**config.mk**
```make
export PLATFORM = sky130hd
export DESIGN_NAME = obu_bit_reader
export DESIGN_NICKNAME = d
export VERILOG_FILES = /design/src/rtl/obu_bit_reader.sv
export SDC_FILE = /design/constraint.sdc
export NUM_CORES = 1
export LEC_CHECK = 0
export CORE_MARGIN = 10
export CORE_UTILIZATION = 35
export DETAILED_ROUTE_END_ITERATION = 8
export DONT_BUFFER_PORTS = 1
export PLACE_DENSITY_LB_ADDON = 0.3
export SYNTH_ARGS = -nofsm -noshare
export SYNTH_HDL_FRONTEND = slang
export SYNTH_SLANG_ARGS = --single-unit
```
**constraint.sdc**
```tcl
create_clock -name clk -period 5.07 [get_ports clk]
set_input_delay 1.521 -clock clk [delete_from_list [all_inputs] [get_ports clk]]
set_output_delay 1.521 -clock clk [all_outputs]
set_load 0.05 [all_outputs]
```
**src/rtl/obu_bit_reader.sv**
```systemverilog
// ---------------------------------------------------------------------------
// obu_bit_reader
//
// Bit-level reader placed between the OBU field aligner and the OBU header /
// sequence-header parse FSMs. Aligned 32-bit words (MSB first) are buffered
// in a 64-bit left-justified shift window. The parser issues one request at
// a time: a fixed-width field f(n), a leb128 value, or byte_alignment().
//
// Ports
//   clk            clock
//   rst_n          asynchronous active-low reset
//   flush          synchronous clear of window, counters and FSM (new OBU)
//   word_in        aligned word from the aligner, bit 31 first in stream
//   word_valid     word_in holds a word
//   word_pop       word consumed this cycle (aligner pop)
//   req_valid      request present
//   req_ready      reader accepts a request (FSM idle)
//   req_mode       00 f(n), 01 leb128, 10 byte_align, 11 reserved
//   req_len        n for f(n), legal 0..32
//   rsp_valid      result present, held until rsp_ready
//   rsp_ready      consumer accepts the result
//   rsp_data       field value, right-justified, zero-extended
//   rsp_err        illegal request or leb128 overflow
//   bits_consumed  bits retired since reset/flush, wraps modulo 2^32
// ---------------------------------------------------------------------------
module obu_bit_reader #(
   parameter int DATA_WIDTH = 32
) (
   input  logic                  clk,
   input  logic                  rst_n,
   input  logic                  flush,
   input  logic [DATA_WIDTH-1:0] word_in,
   input  logic                  word_valid,
   output logic                  word_pop,
   input  logic                  req_valid,
   output logic                  req_ready,
   input  logic [1:0]            req_mode,
   input  logic [5:0]            req_len,
   output logic                  rsp_valid,
   input  logic                  rsp_ready,
   output logic [DATA_WIDTH-1:0] rsp_data,
   output logic                  rsp_err,
   output logic [31:0]           bits_consumed
);

   localparam logic [1:0] MODE_FIX = 2'b00;
   localparam logic [1:0] MODE_LEB = 2'b01;
   localparam logic [1:0] MODE_ALN = 2'b10;

   typedef enum logic [2:0] {
      S_IDLE,
      S_FIX,
      S_LEB,
      S_ALN,
      S_RSP
   } state_t;

   state_t        state_reg, state_next;

   // Window: valid bits left-justified at win_reg[63]; bits below level are 0
   // so that a refill can simply be OR-ed in.
   logic [63:0]   win_reg, win_next;
   logic [6:0]    level_reg, level_next;
   logic [31:0]   bc_reg, bc_next;

   logic [5:0]    len_reg, len_next;
   logic [55:0]   leb_acc_reg, leb_acc_next;
   logic [2:0]    leb_cnt_reg, leb_cnt_next;
   logic [31:0]   data_reg, data_next;
   logic          err_reg, err_next;

   // Per-cycle consume amount (0..32) decided by the FSM.
   logic [5:0]    consume;

   logic [31:0]   fix_data;
   logic [7:0]    leb_byte;
   logic [5:0]    leb_shift;
   logic [2:0]    aln_bits;
   logic [63:0]   win_shifted;
   logic [6:0]    level_avail;
   logic [63:0]   win_fill;

   // ------------------------------------------------------------------
   // Refill. level <= 32 leaves room for a full word even if nothing is
   // consumed this cycle. Held low during reset and flush so the aligner
   // never loses a word into registers that are being cleared.
   // ------------------------------------------------------------------
   assign word_pop = rst_n && !flush && word_valid && (level_reg <= 7'd32);

   // ------------------------------------------------------------------
   // Field extraction helpers
   // ------------------------------------------------------------------
   // win[63 -: n] right-justified; a shift by 32 (n = 0) yields 0.
   assign fix_data  = win_reg[63:32] >> (6'd32 - len_reg);

   assign leb_byte  = win_reg[63:56];
   // 7 * leb_cnt as 8*cnt - cnt, max 49.
   assign leb_shift = {leb_cnt_reg, 3'b000} - {3'b000, leb_cnt_reg};

   // (8 - bits_consumed[2:0]) & 7 is the 3-bit two's complement.
   assign aln_bits  = 3'd0 - bc_reg[2:0];

   // ------------------------------------------------------------------
   // Next-state / response logic
   // ------------------------------------------------------------------
   always_comb begin
      state_next   = state_reg;
      len_next     = len_reg;
      leb_acc_next = leb_acc_reg;
      leb_cnt_next = leb_cnt_reg;
      data_next    = data_reg;
      err_next     = err_reg;
      consume      = 6'd0;

      case (state_reg)
         S_IDLE: begin
            if (req_valid) begin
               len_next     = req_len;
               leb_acc_next = 56'd0;
               leb_cnt_next = 3'd0;
               data_next    = 32'd0;
               err_next     = 1'b0;
               if ((req_mode == 2'b11) || (req_len > 6'd32)) begin
                  // Rejected without touching the window.
                  err_next   = 1'b1;
                  state_next = S_RSP;
               end else if (req_mode == MODE_FIX) begin
                  state_next = S_FIX;
               end else if (req_mode == MODE_LEB) begin
                  state_next = S_LEB;
               end else if (req_mode == MODE_ALN) begin
                  state_next = S_ALN;
               end
            end
         end

         S_FIX: begin
            if (level_reg >= {1'b0, len_reg}) begin
               consume    = len_reg;
               data_next  = fix_data;
               state_next = S_RSP;
            end
         end

         S_LEB: begin
            if (level_reg >= 7'd8) begin
               consume      = 6'd8;
               leb_acc_next = leb_acc_reg
                            | ({49'd0, leb_byte[6:0]} << leb_shift);
               leb_cnt_next = leb_cnt_reg + 3'd1;
               // Stop on a terminating byte or after the 8th byte.
               if (!leb_byte[7] || (leb_cnt_reg == 3'd7)) begin
                  state_next = S_RSP;
                  data_next  = leb_acc_next[31:0];
                  // A continuation bit can only survive to here on the
                  // 8th byte, so leb_byte[7] alone flags that case.
                  err_next   = (|leb_acc_next[55:32]) || leb_byte[7];
               end
            end
         end

         S_ALN: begin
            if (level_reg >= {4'd0, aln_bits}) begin
               consume    = {3'd0, aln_bits};
               data_next  = 32'd0;
               state_next = S_RSP;
            end
         end

         S_RSP: begin
            if (rsp_ready) begin
               data_next  = 32'd0;
               err_next   = 1'b0;
               state_next = S_IDLE;
            end
         end

         default: begin
            state_next = S_IDLE;
         end
      endcase
   end

   // ------------------------------------------------------------------
   // Window datapath: consume first, then append the popped word directly
   // behind the remaining valid bits.
   // ------------------------------------------------------------------
   always_comb begin
      win_shifted = win_reg << consume;
      level_avail = level_reg - {1'b0, consume};
      win_fill    = 64'd0;
      if (word_pop) begin
         win_fill = {word_in, 32'd0} >> level_avail;
      end
      win_next    = win_shifted | win_fill;
      level_next  = level_avail + (word_pop ? 7'd32 : 7'd0);
      bc_next     = bc_reg + {26'd0, consume};
   end

   // ------------------------------------------------------------------
   // State register
   // ------------------------------------------------------------------
   always_ff @(posedge clk or negedge rst_n) begin
      if (!rst_n) begin
         state_reg <= S_IDLE;
      end else if (flush) begin
         state_reg <= S_IDLE;
      end else begin
         state_reg <= state_next;
      end
   end

   // ------------------------------------------------------------------
   // Datapath registers
   // ------------------------------------------------------------------
   always_ff @(posedge clk or negedge rst_n) begin
      if (!rst_n) begin
         win_reg     <= 64'd0;
         level_reg   <= 7'd0;
         bc_reg      <= 32'd0;
         len_reg     <= 6'd0;
         leb_acc_reg <= 56'd0;
         leb_cnt_reg <= 3'd0;
         data_reg    <= 32'd0;
         err_reg     <= 1'b0;
      end else if (flush) begin
         win_reg     <= 64'd0;
         level_reg   <= 7'd0;
         bc_reg      <= 32'd0;
         len_reg     <= 6'd0;
         leb_acc_reg <= 56'd0;
         leb_cnt_reg <= 3'd0;
         data_reg    <= 32'd0;
         err_reg     <= 1'b0;
      end else begin
         win_reg     <= win_next;
         level_reg   <= level_next;
         bc_reg      <= bc_next;
         len_reg     <= len_next;
         leb_acc_reg <= leb_acc_next;
         leb_cnt_reg <= leb_cnt_next;
         data_reg    <= data_next;
         err_reg     <= err_next;
      end
   end

   // ------------------------------------------------------------------
   // Outputs
   // ------------------------------------------------------------------
   assign req_ready     = (state_reg == S_IDLE);
   assign rsp_valid     = (state_reg == S_RSP);
   assign rsp_data      = data_reg;
   assign rsp_err       = err_reg;
   assign bits_consumed = bc_reg;

endmodule

```
Yosys cells after proc, flatten, opt, wreduce, memory -nomap -nowiden
Index checks and enable logic that the tools add are counted.
{"block": "classes", "addsub": 7, "n_lt_le_gt_ge": 5, "eq_ne": 15, "shift": 4, "muxes": 47, "bitwise": 2, "reduce_logical": 21}
{"op": "$mux 32", "n": 8}
{"op": "$mux 56", "n": 3}
{"op": "$pmux 32 s5", "n": 1}
{"op": "$mux 64", "n": 2}
{"op": "$pmux 56 s2", "n": 1}
{"op": "$or 64x64->64", "n": 1}
{"op": "$shl 64x6->64", "n": 1}
{"op": "$shr 64x7->64", "n": 1}
{"op": "$or 56x56->56", "n": 1}
{"op": "$shl 7x6->56", "n": 1}
{"op": "$mux 3", "n": 15}
{"op": "$add 32x6->32", "n": 1}
{"op": "$shr 32x6->32", "n": 1}
{"op": "$mux 6", "n": 5}
{"op": "$reduce_or 24->1", "n": 1}
{"op": "$pmux 6 s3", "n": 1}
{"op": "$ne 3x3->1 const B", "n": 5}
{"op": "$pmux 3 s5", "n": 1}
{"op": "$reduce_and 7->1", "n": 2}
{"op": "$add 7x6->7", "n": 1}
{"op": "$ge 7x3->1", "n": 1}
{"op": "$ge 7x4->1 const B", "n": 1}
{"op": "$ge 7x6->1", "n": 1}
{"op": "$le 7x6->1 const B", "n": 1}
{"op": "other kinds (30)", "n": 44}
{"block": "word_totals", "regBits": 204, "inputBits": 46, "output_inout_bits": 68}

Longest topological paths before layout
{"block": "logic_depth", "ltp_word": 9, "ltp_mapped": 26, "ltp_nobuf": 22}

Worst setup path before layout
OpenSTA, ideal clock, no wires.
{"block": "synth_path", "kind": "register -> register", "from": "reg bc_reg[1] (netlist: bits_consumed[1])", "to": "reg win_reg[62]", "arrival_time_ps": 5246, "required_ps": 4971, "slack_ps": -275, "path_stages_with_launch": 24, "path_buffers": 4, "path_cell_list": "dfrtp_1 > inv_1 > ha_1 > inv_1 > ha_1 > o21ai_0 > o211a_1 > nor2_1 > a32o_1 > inv_1 > buf_2 > buf_2 > buf_1 > ha_1 > nor2b_1 > o21ai_0 > a2111oi_0 > a211oi_2 > nand3_1 > nor2_1 > clkbuf_1 > nand2_1 > o2111a_1 > a311oi_1"}
{"block": "synth_between", "elab_chain_len": 9}
{"item": "start: declaration", "line": "64", "text": "logic [31:0] bc_reg, bc_next;"}
{"item": "start signal: assignment", "line": "238", "text": "bc_reg <= bc_next;"}
{"item": "$sub 1x3->3 (*)", "line": "101", "text": "assign aln_bits = 3'd0 - bc_reg[2:0];"}
{"item": "$ge 7x3->1", "line": "163", "text": "if (level_reg >= {4'd0, aln_bits}) begin"}
{"item": "$mux 3 (*)", "line": "163"}
{"item": "$pmux 6 s3 (*)", "line": "115", "text": "case (state_reg)"}
{"item": "$sub 7x6->7", "line": "190", "text": "level_avail = level_reg - {1'b0, consume};"}
{"item": "$shr 64x7->64", "line": "193", "text": "win_fill = {word_in, 32'd0} >> level_avail;"}
{"item": "$mux 64", "line": "192", "text": "if (word_pop) begin"}
{"item": "$or 64x64->64 (*)", "line": "195", "text": "win_next = win_shifted | win_fill;"}
{"item": "$mux 64 (*)", "line": "226", "text": "end else if (flush) begin"}
{"item": "end signal: assignment", "line": "236", "text": "win_reg <= win_next;"}
{"item": "end: declaration", "line": "62", "text": "logic [63:0] win_reg, win_next;"}
Every way passes the cells marked *; elsewhere a longest branch is shown, timed or not.
A chain may end at the register's enable or synchronous reset.

Worst setup path in the final report
{"block": "layout_path", "from": "reg level_reg[2]", "to": "reg win_reg[52]"}
{"block": "layout_between", "elab_chain_len": 8}
{"item": "start: declaration", "line": "63", "text": "logic [6:0] level_reg, level_next;"}
{"item": "start signal: assignment", "line": "237", "text": "level_reg <= level_next;"}
{"item": "$ge 7x3->1 (tied with other cells)", "line": "163"}
{"item": "$mux 3 (tied with other cells)", "line": "163"}
{"item": "$pmux 6 s3", "line": "115"}
{"item": "$sub 7x6->7", "line": "190"}
{"item": "$shr 64x7->64", "line": "193"}
{"item": "$mux 64", "line": "192"}
{"item": "$or 64x64->64 (*)", "line": "195"}
{"item": "$mux 64 (*)", "line": "226"}
Marks and branches as above.

==> impl_metrics.ini <==
[logic_synthesis]
synth_seq_cells = 204
netlist_instances = 2176
synth_commonest_cells = nand2_1 (286), nor2_1 (237), a21oi_1 (219)
yosys.cell_types.count = 85
synthArstFlopShare_pct = 100.0
yosysTopAreaCell = dfrtp_1
yosysWarnings = 0
syn-num-nets = 2253
synthFlopType = dfrtp_1
yosysMostFrequentCell = nand2_1
syn_area_um2 = 17480
synth.top_cell.area_share_pct = 29.20
synth-edff-count = 0
synthTopCellsByArea = dfrtp_1 (29%), mux2i_1 (10%), a21oi_1 (6.3%), nand2_1 (6.1%), nor2_1 (5.1%)
synth_seq_area_share_pct = 29.20
syn_area_per_cell_um2 = 8.035

[cells_and_area]
largest_reg_flops = 64
synthToLayoutAreaGrowth_pct = 12.67
fin_util_pct = 40.08
multi_input_area_um2 = 11650
drive_above_1_share_pct = 12.40
final.fill_count = 5028
regArea_um2 = 5107
diodes = 0
stdcell_area_um2 = 19700
finalNonFillerCells = 2850
fin_nets = 2241

[timing]
rsz0062_at_grt = false
maxSlewViolCount = 0
setup_viol = 0
fmax_mhz = 206.2
relSlewSlack_pct = 8.279
clock_skew_ns = 0.01264
finalSetupTns_ns = 0
fin_crit_sh_pct = 95.67
hold_slack_ns = 0.4923
worstMarginPinSlew_ns = 1.365
finalHoldViolCount = 0
period_needed_ns = 4.851

[die]
num_io_pins = 114
dieArea_um2 = 59290
initial_core_util_pct = 35.57
std_cell_rows = 81
fp.coreArea_um2 = 49150
die_y_um = 243.5
die_w_um = 243.5

[clocking]
clk_pin_slew_worst_paths_ns = 0.06
clock-sinks = 204
cts_tree = done
htreeDepth = 1
clkLatencyLatePin_ns = 0.58
post_cts_resized = 0
cts_buffers = 28
max-clock-path-buffers = 3
root_buffer = clkbuf_16
post-cts-setup-buffers = 0
hold_buffers = 0

[placement]
place.gp.congestion = 1.089
portBuffers = 0
place_inst = 2798
place_hpwl_um = 58020
dpl_cell_area_um2 = 18620

[flow_run]
max-cap-violations = 0

[global_routing]
grt_max_degree = 206
antenna_found_initial = 1
gr-total-overflow = 0
grt_pass1_vias = 17490
grt.total_usage_pct = 25.19
grt_pass1_wl_um = 117000

[routing]
vias_per_cell = 6.413
drt_iter0_markers = 2445
drc = 0
wire_per_inst_um = 27.29
drtAntennaViolNets = 0
vias = 18280
drtPass1Iterations = 6
totalWireLength_um = 77790

[min_path]
min_path_type = reg2reg
worstHoldStart = leb_acc_reg[20]

[worst_setup_path]
path_delay_family = compound AO/OA/AOI/OAI gates
critPathRequiredTime_ns = 5.50
crit_fanout = 12
slowest_stage = a2111oi_0
cp-start-kind = flop
cp-end-kind = flop
rr_startpoint = level_reg[2]
critPathBufInv = 3
critPathKind = reg2reg
arrival_ns = 5.28
setup.worst_path.start = level_reg[2]
slowest_delay_ns = 0.65
cp_cell_sequence = ha_1, nand2_1, o21ai_0, a41o_1, a32o_2, inv_1, ha_1, o21ai_0, a2111oi_1, a211oi_2, nand3_1, nor2_1, buf_4, a2111oi_0, buf_4, a211oi_1

[power]
power_density_nw_per_um2 = 439.6
leakage_nw = 8.114
peakVddDrop_v = 0.0002680

[status]
status = complete, no violations
==> kinds of logic after synthesis <==
kind of cell,synth area share (%)
DFF,29.20
buffers and inverters,4.952
muxes,16.17
xor gates and xnor gates,1.853
and+or+nand+nor,19.04
adders and majority gates,2.304
AOI/OAI and AO/OA,26.49
==> worst register-to-register path, cell delays in order, from the launching register on <==
cell,delay [ns]
dfrtp_1,0.48
ha_1,0.35
nand2_1,0.05
o21ai_0,0.29
a41o_1,0.37
a32o_2,0.23
inv_1,0.07
ha_1,0.44
o21ai_0,0.23
a2111oi_1,0.61
a211oi_2,0.09
nand3_1,0.26
nor2_1,0.08
buf_4,0.20
a2111oi_0,0.65
buf_4,0.22
a211oi_1,0.06
==> path summary, 6_finish.rpt <==
path	endpoint	slack [ns]	cells after the start
min in group asynchronous	state_reg[0]	0.65	0
max reg2reg	win_reg[52]	0.22	16
min	leb_acc_reg[20]	0.49	2
min reg2reg	leb_acc_reg[20]	0.49	2
max in group asynchronous	bits_consumed[3]	4.14	0
max	win_reg[52]	0.22	16
==> per-layer routing <==
layer,track usage (%),part of all wire (%)
met1,33.34,41
met2,40.36,46
met3,4.672,8.8
met4,8.968,4.2
met5,0,0.017
==> layout make-up <==
class,instances,share of cell area (%)
timing repair buffer,118,4.643
clock buffer,33,3.804
clock inverter,19,1.454
multi-input combinational,1771,59.14
tap,664,4.217
sequential,204,25.93
inverter,41,0.8193
==> through the flow <==
step	setup slack [ns]	power, mW
CTS	0.1108	8.530
finish	0.2195	8.660
global placement	0.1549	6.284
floorplan	0.03741	4.679
global route	0.01584	9.036
detailed placement	0.1554	6.275
==> placed cells by master (no fill, tap or decap), types with 10 or more instances in the layout <==
cell type    n
nor2_1     237
nand4_1     13
dfrtp_1    202
clkbuf_16   28
nor4_1      14
or3_1       14
a222oi_1    12
inv_1       35
a21oi_1    216
nand3_1     62
nor3_1      45
o22ai_1     42
a32oi_1     11
ha_1        28
a22oi_1     35
a21o_1      12
xnor2_1     17
xor2_1      15
a22o_1      36
a2111oi_0   11
o221ai_1    10
nand2_1    286
mux2i_1    174
nor2b_1     22
o211ai_1    26
and3_1      25
o31ai_1     20
buf_4      115
a211oi_1    33
o21ai_0    115
a31oi_1     31
mux4_2      33
a221oi_1    13
mux2_2      27
==> power breakdown <==
part | total, mW | internal, mW | switching, mW
clock | 2.23 | 1.37 | 0.862
combinational | 4.34 | 1.48 | 2.86
sequential | 2.08 | 1.78 | 0.303
total | 8.66 | 4.63 | 4.03
Power figures use the tool's default switching activity.
